[src/rtl/uart_pkg.sv]
// uart_pkg: definitions shared by the UART receive and transmit sides.
//   - default bit timing and word length
//   - 3-bit receive FSM state encoding
package uart_pkg;

  // 50 MHz system clock, 115200 baud
  localparam int UART_CLKS_PER_BIT = 434;
  localparam int UART_DATA_BITS    = 8;

  localparam logic [2:0] ST_IDLE       = 3'd0;
  localparam logic [2:0] ST_START      = 3'd1;
  localparam logic [2:0] ST_DATA       = 3'd2;
  localparam logic [2:0] ST_STOP       = 3'd3;
  localparam logic [2:0] ST_BREAK_WAIT = 3'd4;

  typedef enum logic [2:0] {
    IDLE       = ST_IDLE,
    START      = ST_START,
    DATA       = ST_DATA,
    STOP       = ST_STOP,
    BREAK_WAIT = ST_BREAK_WAIT
  } rx_state_e;

endpackage

[src/rtl/uart_rx_sync.sv]
// uart_rx_sync: two-flop synchroniser for the asynchronous serial line.
// Both flops reset to 1 so the line reads as idle out of reset.
//   Clk   in  system clock
//   Reset in  asynchronous active-low reset
//   Rx    in  raw serial line
//   Rx_s  out synchronised line (2-clock latency)
module uart_rx_sync (
  input  logic Clk,
  input  logic Reset,
  input  logic Rx,
  output logic Rx_s
);

  logic rx_meta;

  always_ff @(posedge Clk or negedge Reset) begin
    if (!Reset) begin
      rx_meta <= 1'b1;
      Rx_s    <= 1'b1;
    end else begin
      rx_meta <= Rx;
      Rx_s    <= rx_meta;
    end
  end

endmodule

[src/rtl/uart_rx_controller.sv]
// uart_rx_controller: receive-side sequencer. Synchronises Rx, validates the
// start bit at its midpoint, strobes the external shift register once per data
// bit at mid-bit, checks the stop bit and raises done / sticky status flags.
//   Clk         in  system clock
//   Reset       in  asynchronous active-low reset
//   Rx          in  raw serial line, idle high
//   Clear_Flag  in  clears Rx_Flag and Frame_Error (a simultaneous set wins)
//   Sample_Bit  out synchronised line value -> shift register serial input
//   Shift_En    out one-cycle shift strobe  -> shift register enable
//   Rx_Done     out one-cycle pulse after a frame with a valid stop bit
//   Rx_Flag     out sticky word-available
//   Frame_Error out sticky stop-bit-was-0
//   Busy        out FSM not idle
module uart_rx_controller
  import uart_pkg::*;
#(
  parameter int CLKS_PER_BIT = UART_CLKS_PER_BIT,
  parameter int DATA_BITS    = UART_DATA_BITS
) (
  input  logic Clk,
  input  logic Reset,
  input  logic Rx,
  input  logic Clear_Flag,
  output logic Sample_Bit,
  output logic Shift_En,
  output logic Rx_Done,
  output logic Rx_Flag,
  output logic Frame_Error,
  output logic Busy
);

  localparam int CNT_W = $clog2(CLKS_PER_BIT);
  localparam int BIT_W = (DATA_BITS > 1) ? $clog2(DATA_BITS) : 1;
  localparam int HALF  = CLKS_PER_BIT / 2;

  localparam logic [CNT_W-1:0] CNT_HALF = CNT_W'(HALF - 1);
  localparam logic [CNT_W-1:0] CNT_LAST = CNT_W'(CLKS_PER_BIT - 1);
  localparam logic [BIT_W-1:0] BIT_LAST = BIT_W'(DATA_BITS - 1);

  logic             rx_s;
  rx_state_e        state, state_nxt;
  logic [CNT_W-1:0] clk_cnt, clk_cnt_nxt;
  logic [BIT_W-1:0] bit_cnt, bit_cnt_nxt;
  logic             shift, done_set, err_set;

  uart_rx_sync u_sync (
    .Clk   (Clk),
    .Reset (Reset),
    .Rx    (Rx),
    .Rx_s  (rx_s)
  );

  assign Sample_Bit = rx_s;
  assign Shift_En   = shift;
  assign Busy       = (state != IDLE);

  always_ff @(posedge Clk or negedge Reset) begin
    if (!Reset) begin
      state   <= IDLE;
      clk_cnt <= '0;
      bit_cnt <= '0;
    end else begin
      state   <= state_nxt;
      clk_cnt <= clk_cnt_nxt;
      bit_cnt <= bit_cnt_nxt;
    end
  end

  always_comb begin
    state_nxt   = state;
    clk_cnt_nxt = clk_cnt;
    bit_cnt_nxt = bit_cnt;
    shift       = 1'b0;
    done_set    = 1'b0;
    err_set     = 1'b0;
    case (state)
      IDLE: begin
        if (!rx_s) begin
          state_nxt   = START;
          clk_cnt_nxt = '0;
        end
      end
      START: begin
        clk_cnt_nxt = clk_cnt + 1'b1;
        // Re-check the line at the start-bit midpoint; high means a glitch.
        if (clk_cnt == CNT_HALF) begin
          clk_cnt_nxt = '0;
          if (!rx_s) begin
            state_nxt   = DATA;
            bit_cnt_nxt = '0;
          end else begin
            state_nxt = IDLE;
          end
        end
      end
      DATA: begin
        clk_cnt_nxt = clk_cnt + 1'b1;
        // Counting restarted at the start midpoint, so this lands mid-bit.
        if (clk_cnt == CNT_LAST) begin
          shift       = 1'b1;
          clk_cnt_nxt = '0;
          if (bit_cnt == BIT_LAST) state_nxt = STOP;
          else                     bit_cnt_nxt = bit_cnt + 1'b1;
        end
      end
      STOP: begin
        clk_cnt_nxt = clk_cnt + 1'b1;
        if (clk_cnt == CNT_LAST) begin
          clk_cnt_nxt = '0;
          if (rx_s) begin
            done_set  = 1'b1;
            state_nxt = IDLE;
          end else begin
            err_set   = 1'b1;
            state_nxt = BREAK_WAIT;
          end
        end
      end
      BREAK_WAIT: begin
        // A held-low line must return high before another start is accepted.
        if (rx_s) state_nxt = IDLE;
      end
      default: state_nxt = IDLE;
    endcase
  end

  always_ff @(posedge Clk or negedge Reset) begin
    if (!Reset) begin
      Rx_Done     <= 1'b0;
      Rx_Flag     <= 1'b0;
      Frame_Error <= 1'b0;
    end else begin
      Rx_Done <= done_set;
      if (done_set)        Rx_Flag <= 1'b1;
      else if (Clear_Flag) Rx_Flag <= 1'b0;
      if (err_set)         Frame_Error <= 1'b1;
      else if (Clear_Flag) Frame_Error <= 1'b0;
    end
  end

endmodule
[config.mk]
export PLATFORM = sky130hd
export DESIGN_NAME = uart_rx_controller
export DESIGN_NICKNAME = d
export VERILOG_FILES = /design/src/rtl/uart_pkg.sv /design/src/rtl/uart_rx_sync.sv /design/src/rtl/uart_rx_controller.sv
export SDC_FILE = /design/constraint.sdc
export NUM_CORES = 1
export LEC_CHECK = 0
export ABC_AREA = 1
export BUFFER_PORTS_ARGS = -buffer_cell sky130_fd_sc_hd__buf_2
export CORE_MARGIN = 4
export CORE_UTILIZATION = 52
export CTS_CLUSTER_SIZE = 40
export DETAILED_ROUTE_END_ITERATION = 7
export PLACE_DENSITY_LB_ADDON = 0.2
export SLEW_MARGIN = 20
export SYNTH_ARGS = -nofsm -noshare
export SYNTH_HDL_FRONTEND = slang
export SYNTH_HIERARCHICAL = 1
export SYNTH_SLANG_ARGS = --single-unit
[constraint.sdc]
create_clock -name Clk -period 1.55 [get_ports Clk]
set_clock_uncertainty 0.15 [all_clocks]
set_input_delay 0.2325 -clock Clk [delete_from_list [all_inputs] [get_ports Clk]]
set_output_delay 0.2325 -clock Clk [all_outputs]
set_load 0.05 [all_outputs]
==> out/qor.yml <==
outcome:
  status: "finished, violations left"
  violations: "negative setup slack"
logic_synthesis:
  synth.most_common_cell: "nand2_1"
  avgSynthCellArea_um2: 7.36
  ys_top_cells_by_count: "50 x nand2_1, 20 x nor2_1, 18 x dfrtp_1"
  yosys-top-cells-area: "dfrtp_1 37%, nand2_1 15%, nor2_1 6.1%"
  synth_seq_cells: 20
  ys_seq_area_share_pct: 40.9
  yosysUniqueCellTypes: 25
  synth_top_area_cell: "dfrtp_1"
  synth-edff-count: 0
  syn-instance-count: 167
  syn_nets: 176
  async_reset_ff_share_pct: 100
  synth_area_um2: 1230
  synthDominantCellAreaShare_pct: 36.6
  ys_warn_count: 6
  ys.flop_type: "dfrtp_1"
clocking:
  cts_sinks: 20
  clk_latency_ns: 0.31
  cts.path.max_buffers: 2
  htreeDepth: 1
  cts_tree: "done"
  clkTransAtPathRegs_ns: 0.11
  cts_root_buf: "clkbuf_4"
  cts_buffers: 3
setup_path:
  crit_path_frequent_cell: "nand2_2"
  critPathCaptureType: "primary output"
  regToRegSetupSlack_ns: -0.17
  cp_slowest_cell: "dfrtp_1"
  path_class: "reg -> out"
  regToRegStartpoint: "clk_cnt[1]"
  crit_fanout: 2
  regToRegEndpoint: "clk_cnt[3]"
  worstRegToRegCells: 11
  required_ns: 1.17
  critPathLaunchType: "flop"
  crit_arrival_ns: 1.38
  cpPeakStageDelay_ns: 0.40
  path_cells: "inv_2 -> ha_4 -> nand2_2 -> nor2_2 -> nand2_2 -> nor2_4 -> buf_6"
worst_hold_path:
  min_to: "u_sync/Rx_s"
  holdPathStages: 0
  hold_start: "u_sync/rx_meta"
  min_path_type: "reg -> reg"
route:
  viasPerCell: 5.21
  drc: 0
  wl_per_cell_um: 13.6
  first_iter_violations: 34
  ant_nets: 0
  drt_pass1_iterations: 4
  drt-total-wl_mm: 3.14
  vias: 1198
finish:
  final_area_um2: 1710
  area_growth_pct: 39.0
  nets: 212
  fill_cells: 175
  utilization_pct: 76.5
  final_cells: 230
  layout-drive-gt1-share_pct: 43.6
  antenna_cells: 0
die:
  ios: 10
  rows: 17
  start_util_pct: 55.1
  coreArea_um2: 2230
  die_x_um: 56.6
  die_area_um2: 3210
  fp.dieH_um: 56.6
placed_design:
  gp_congestion: 0.864
  placed_area_um2: 1420
  dp_slack_ns: -0.0872
  hpwl_mm: 2.13
  placedCellCount: 216
  io_buffers: 9
pwr:
  power.total_mw: 0.993
  ir_worst_vdd_uv: 730
  p_leak_nw: 0.865
  power_density_nw_per_um2: 581
timing:
  setup_viol: 15
  hold_ws_ns: 0.217
  maxSlewHeadroom_pct: 69.3
  rsz0062_at_grt: "true"
  setup_ws_ns: -0.217
  fin_crit_sh_pct: 114
  max_slew.worst_pin.slew_ns: 0.460
  fin_crit_ns: 1.77
  clock.fmax_ghz: 0.566
  tns_ns: -1.59
  maxSlewViolCount: 0
  hold_viol: 0
global_route:
  antenna_found_initial: 0
  grt_max_degree: 21
  grt-ovfl-total: 0
  globalRouteTotalUtil_pct: 21.1
  grt_pass1_vias: 1168
  grt_pass1_wl_mm: 5.29
flow_run:
  maxCapViolCount: 0
[sequential cells by signal (all words and copies together), names as in the netlist]
| name | flops |
|---|---|
| u_sync/rx_meta | 1 |
| bit_cnt | 3 |
| Rx_Flag | 1 |
| Rx_Done | 1 |
| u_sync/Rx_s | 1 |
| state | 3 |
| clk_cnt | 9 |
| Frame_Error | 1 |
[worst max-delay path by stage]
| stage | end | start | cells past startpoint | slack (ns) |
|---|---|---|---|---|
| CTS | Shift_En | clk_cnt[1] | 7 | -0.27 |
| finish | Shift_En | clk_cnt[1] | 7 | -0.22 |
| global placement | bit_cnt[0] | clk_cnt[0] | 11 | -0.03 |
| floorplan | bit_cnt[0] | clk_cnt[0] | 11 | -0.004 |
| global route | Shift_En | clk_cnt[1] | 7 | -0.32 |
| detailed placement | bit_cnt[0] | clk_cnt[0] | 11 | -0.09 |
[placed cells by master (no fill, tap or decap), types with 4 or more instances in the layout]
cell / n
nand2_4: 4
buf_4: 15
inv_1: 13
nand3_1: 9
nor2_4: 4
nand3_2: 6
o21ai_1: 5
buf_2: 6
nor2_1: 15
buf_6: 6
nand2_1: 38
dfrtp_1: 15
nand2_2: 15
inv_2: 12
[metal layers]
| metal | global-route usage (%) | part of all wire [%] | up-vias |
|---|---|---|---|
| met5 | 0 | 0 | - |
| met4 | 4.07 | 1.8 | 0 |
| met3 | 4.83 | 4.2 | 8 |
| met2 | 37.8 | 51 | 29 |
| met1 | 25.6 | 43 | 558 |
| li1 | - | - | 603 |
[report_power, final]
part	switching, mW	total (mW)	internal (mW)
Clock	0.168	0.429	0.262
Combinational	0.0203	0.0329	0.0127
Sequential	0.00397	0.530	0.526
Total	0.192	0.993	0.801
[critical path, delay by kind of cell (launching register included)]
kind	cells	cell delay (ns)
fa+ha+maj	1	0.13
buf+inv	2	0.24
flops	1	0.40
simple gates	4	0.31
[logic make-up after synthesis]
| group | Yosys count | synth area share [%] |
|---|---|---|
| and+or+nand+nor | 101 | 37.8 |
| buffers and inverters | 26 | 8.14 |
| AOI/OAI and AO/OA | 14 | 7.32 |
| xor gates and xnor gates | 1 | 0.712 |
| adders and majority gates | 5 | 5.09 |
| DFF | 20 | 40.9 |
[final cells by class]
class	instances	area [µm²]	area share (%)
multi-input cells	121	757	44.3
flip-flops and latches	20	507	29.6
repair buffers	31	255	14.9
inverters	26	103	6.00
well taps	28	35.0	2.05
clock inverters	1	30.0	1.76
clock buffers	3	22.5	1.32
[repair_timing]
| action | 4_1_cts | 5_1_grt |
|---|---|---|
| pin swaps | 5 | 3 |
| setup endpoints to repair | 11 | 19 |
| hold endpoints to repair | 21 | 0 |
| setup buffers | 6 | 1 |
| gates resized for setup | 21 | 26 |
| hold buffers | 3 | 0 |
Note: power is estimated with default switching activity, not from simulation.
